[config.mk]
export PLATFORM = sky130hd
export DESIGN_NAME = uart_tx
export DESIGN_NICKNAME = d
export VERILOG_FILES = /design/src/rtl/uart_pkg.sv /design/src/rtl/uart_baud_gen.sv /design/src/rtl/uart_tx.sv
export SDC_FILE = /design/constraint.sdc
export NUM_CORES = 1
export LEC_CHECK = 0
export ABC_CLOCK_PERIOD_IN_PS = 5950
export CORE_MARGIN = 4
export CORE_UTILIZATION = 45
export CTS_BUF_LIST = sky130_fd_sc_hd__clkbuf_16
export DETAILED_ROUTE_END_ITERATION = 10
export GPL_ROUTABILITY_DRIVEN = 1
export PLACE_DENSITY = 0.67
export SYNTH_ARGS = -nofsm -noshare
export SYNTH_HDL_FRONTEND = slang
export SYNTH_SLANG_ARGS = --single-unit
[constraint.sdc]
create_clock -name Clk -period 5.95 [get_ports Clk]
set_input_delay 1.4875 -clock Clk [delete_from_list [all_inputs] [get_ports Clk]]
set_output_delay 1.4875 -clock Clk [all_outputs]
set_load 0.005 [all_outputs]
[src/rtl/uart_pkg.sv]
// Shared types and helpers for the UART blocks.
// Holds the transmitter state encoding and the clock-to-baud divisor calculation.
package uart_pkg;

   localparam int unsigned UART_DATA_W = 8;

   typedef enum logic [1:0] {
      IDLE,
      START,
      DATA,
      STOP
   } tx_state_t;

   // Whole clock cycles per serial bit; any fractional remainder is dropped.
   function automatic int unsigned bit_cycles(input int unsigned freq, input int unsigned speed);
      return freq / speed;
   endfunction

endpackage

[src/rtl/uart_baud_gen.sv]
// Free-running bit-period divider with synchronous clear.
// Emits a one-cycle tick on the last cycle of each DIV-cycle period.
module uart_baud_gen #(
   parameter int unsigned DIV = 868
) (
   input  logic Clk,
   input  logic Rst_n,
   input  logic clr,
   output logic tick
);

   localparam int unsigned CNT_W = (DIV > 1) ? $clog2(DIV) : 1;
   localparam logic [CNT_W-1:0] CNT_MAX = CNT_W'(DIV - 1);

   logic [CNT_W-1:0] cnt_reg;

   always_ff @(posedge Clk or negedge Rst_n) begin
      if (!Rst_n) begin
         cnt_reg <= '0;
      end else if (clr || tick) begin
         cnt_reg <= '0;
      end else begin
         cnt_reg <= cnt_reg + CNT_W'(1);
      end
   end

   assign tick = (cnt_reg == CNT_MAX);

endmodule

[src/rtl/uart_tx.sv]
// 8N1 UART transmitter: one Start strobe in IDLE launches a start bit, eight data
// bits LSB first and a stop bit; EOT is high only while idle.
module uart_tx
   import uart_pkg::*;
#(
   parameter int unsigned FREQ_CLK = 100000000,
   parameter int unsigned TX_SPEED = 115200
) (
   input  logic                   Clk,
   input  logic                   Rst_n,
   input  logic [UART_DATA_W-1:0] Data,
   input  logic                   Start,
   output logic                   EOT,
   output logic                   TX
);

   localparam int unsigned BIT_CYC = bit_cycles(FREQ_CLK, TX_SPEED);
   localparam logic [2:0]  LAST_BIT = 3'(UART_DATA_W - 1);

   tx_state_t              state_reg;
   logic [UART_DATA_W-1:0] shift_reg;
   logic [2:0]             bit_idx_reg;
   logic                   tx_reg;
   logic                   eot_reg;
   logic                   bit_tick;
   logic                   baud_clr;

   // Holding the divider in clear while idle aligns the first tick to the acceptance edge.
   assign baud_clr = (state_reg == IDLE);

   uart_baud_gen #(
      .DIV (BIT_CYC)
   ) u_baud (
      .Clk   (Clk),
      .Rst_n (Rst_n),
      .clr   (baud_clr),
      .tick  (bit_tick)
   );

   always_ff @(posedge Clk or negedge Rst_n) begin
      if (!Rst_n) begin
         state_reg   <= IDLE;
         shift_reg   <= '0;
         bit_idx_reg <= '0;
         tx_reg      <= 1'b1;
         eot_reg     <= 1'b1;
      end else begin
         case (state_reg)
            IDLE: begin
               if (Start) begin
                  state_reg <= START;
                  shift_reg <= Data;
                  tx_reg    <= 1'b0;
                  eot_reg   <= 1'b0;
               end
            end
            START: begin
               if (bit_tick) begin
                  state_reg   <= DATA;
                  bit_idx_reg <= '0;
                  tx_reg      <= shift_reg[0];
               end
            end
            DATA: begin
               if (bit_tick) begin
                  if (bit_idx_reg == LAST_BIT) begin
                     state_reg   <= STOP;
                     bit_idx_reg <= '0;
                     tx_reg      <= 1'b1;
                  end else begin
                     // Next level is taken from bit 1 so TX stays registered with no extra stage.
                     shift_reg   <= shift_reg >> 1;
                     bit_idx_reg <= bit_idx_reg + 3'd1;
                     tx_reg      <= shift_reg[1];
                  end
               end
            end
            STOP: begin
               if (bit_tick) begin
                  state_reg <= IDLE;
                  eot_reg   <= 1'b1;
               end
            end
            default: begin
               state_reg <= IDLE;
               tx_reg    <= 1'b1;
               eot_reg   <= 1'b1;
            end
         endcase
      end
   end

   assign TX  = tx_reg;
   assign EOT = eot_reg;

endmodule

==> metrics <==
commonest non-fill, non-tap cell in the layout=dfrtp_1; pwr dens=211.9 nW/µm²; die width=62.65 µm; Row Count=19; Yosys reg bits=25; DR DRC count=0; via count=870; Initial Util=47.90%; startpoint class of the critical path=flip-flop; maximum clock frequency=0.3600 GHz; multi-input logic area=approximately 670 µm²; die area=3924 µm²; Non-Filler Instances=163; largest net degree at the start of global routing=26; Yosys warning count=0; clock slew at reported path FFs=0.07 ns; CTS buffer count=3; remaining antenna violation count after routing=0; Sink Count=25; Post-CTS Setup Bufs=0; hold slack=0.4818 ns; Area Overhead vs Synth=16.02%; Worst Skew=0.009753 ns; async set or reset register ratio after synthesis=100.0%; Final Max Slew Viols=0; Tot GR Track Use=12.40%; switching share of power=18.81%; max reg flops=10; kind of critical path=flip-flop to output pin; Max stage delay on crit path=roughly 0.54 ns; routability cong.=0.7760; synthesized net count=140; Detailed Route WL=2151 µm; worst-skew pair later-pin latency=0.26 ns; DIE HEIGHT=around 63 µm; placed cells=around 160; drt pass-1 iters=4; Max Root-Sink Buffers=2; sequential-to-total area share from yosys stat=46.74%; share of cells above drive strength 1=19.70%; Combinational Power Share=3.8%; wire per inst=13.20 µm; hold_buf cts=0; unrepaired setup endpoints after global routing=false; Max Cap Viol=0; setup_tns=0 ns; Synth Flop Type=dfrtp_1; status=finished, final reports clean; worst path cell trace=clkdlybuf4s50_1; post_cts resized=0; register area=628.1 µm²; # diodes=0; Synth cell types=31; DP Wirelength=1602 µm; Root Buffer=clkbuf_16; Switching Power=0.06214 mW; Crit path max-delay family=flip-flops; Relative slew margins=about 28%; crit path max fanout=3; Critical-path top delay cell=dfstp_2; Syn Inst Count=120; Slew @ Worst Pin=1.075 ns; PortBufs=12; number of DRC markers in iteration 0=20; Tcrit/Tclk final=46.69%; EDFF count, synth=0; Clk network pwr share=44.7%; mapped cell area=1344 µm²; Max VDD drop=roughly 0.21 mV; CP bufs+invs=1; WP data arrival=between 1 and 1.5 ns; Int Power=0.2682 mW; syn_area_per_cell=11.20 µm²; Vias/cell=between 5 and 6; HP Class=flip-flop to flip-flop; GR Overflow Total=0; TritonCTS clock tree=built; fill cell count=252; IO Pins=13; initial antenna violation count=0; register share of total power=51.5%; Req. time, crit path=4.46 ns; CP endpoint kind=output pin; leakage power=0.7061 nW; commonest cells after routing, fill and taps aside=dfrtp_1, nor2_1, mux2_2; vias in the first global route=roughly 850; first-pass GRT wire length=3898 µm; Hold Vio Cnt, Final=0; Core Region=2805 µm²; min cycle time layout=approximately 2.8 ns; post-layout net count=roughly 150; Final setup viols=0; CTS H-tree depth=1
-- routing by layer --
layer | part of all wire, % | track usage (%) | up-vias
met5 | 0 | 0 | -
met4 | 0.79 | 4.132 | 0
met3 | 3.4 | 3.777 | 2
met2 | 50 | 20.64 | 10
met1 | 45 | 15.23 | 422
li1 | - | - | 436
-- layout make-up --
type                            count  area share (%)
Inverter                            6           1.445
Sequential cell                    25           40.29
Clock inverter                      1          0.3210
Tap cell                           31           2.488
Multi-Input combinational cell     85           42.94
Clock buffer                        3           4.815
Timing Repair Buffer               12           7.705
-- path summary, 6_finish.rpt --
kind | from | to | slack, ns | cells after the start
min in group asynchronous | Rst_n | shift_reg[6]$_DFFE_PN0P_ | 1.81 | 1
setup reg to reg | u_baud.cnt_reg[3]$_DFF_PN0_ | shift_reg[3]$_DFFE_PN0P_ | 3.60 | 4
max in group asynchronous | Rst_n | u_baud.cnt_reg[5]$_DFF_PN0_ | 3.48 | 1
hold reg to reg | u_baud.cnt_reg[0]$_DFF_PN0_ | u_baud.cnt_reg[0]$_DFF_PN0_ | 0.48 | 1
setup / recovery | EOT$_DFFE_PN1P_ | EOT | 3.17 | 1
hold / removal | u_baud.cnt_reg[0]$_DFF_PN0_ | u_baud.cnt_reg[0]$_DFF_PN0_ | 0.48 | 1
-- cell usage after synthesis (4+ instances only) --
| master | n | area (µm²) |
|---|---|---|
| inv_1 | 6 | 22.52 |
| o21ai_0 | 4 | 20.02 |
| nor2_1 | 17 | 63.81 |
| ha_1 | 9 | 112.6 |
| xnor2_1 | 6 | 52.55 |
| dfrtp_1 | 23 | 575.6 |
| mux2_2 | 16 | 180.2 |
| nand3_1 | 4 | 20.02 |
| nand2_1 | 5 | 18.77 |
-- stage by stage --
step / worst slack [ns] / total power [mW] / cell area, µm² / utilization (%)
finish: 3.172 / 0.3304 / 1559 / 55.58
global route: 3.083 / 0.3448 / 1559 / 55.58
CTS: 3.144 / 0.3353 / 1559 / 55.58
detailed placement: 2.888 / 0.1862 / 1479 / 52.72
global placement: 2.941 / 0.1859 / 1479 / 52.72
floorplan: 3.546 / 0.1757 / 1344 / -
-- cells by family (layout without fill, tap and decap cells) --
logic type / after synthesis / count (layout) / synth area share (%)
xor gates and xnor gates: 8 / 8 / 5.214
DFF: 25 / 25 / 46.74
AOI/OAI and AO/OA: 12 / 12 / 6.239
buffers and inverters: 10 / 22 / 3.445
muxes: 18 / 18 / 14.90
adders and majority gates: 9 / 9 / 8.380
and+or+nand+nor: 38 / 38 / 15.08
-- power groups by stage --
stage                     Combinational [mW]  Clock [mW]  Sequential, mW
after floorplan                      0.00250           0           0.173
after global placement                0.0128           0           0.173
after detailed placement              0.0130           0           0.173
after CTS                             0.0131       0.152           0.170
after global routing                  0.0141       0.161           0.170
final                                 0.0125       0.148           0.170
No activity file was read; power rests on OpenSTA's default activity.
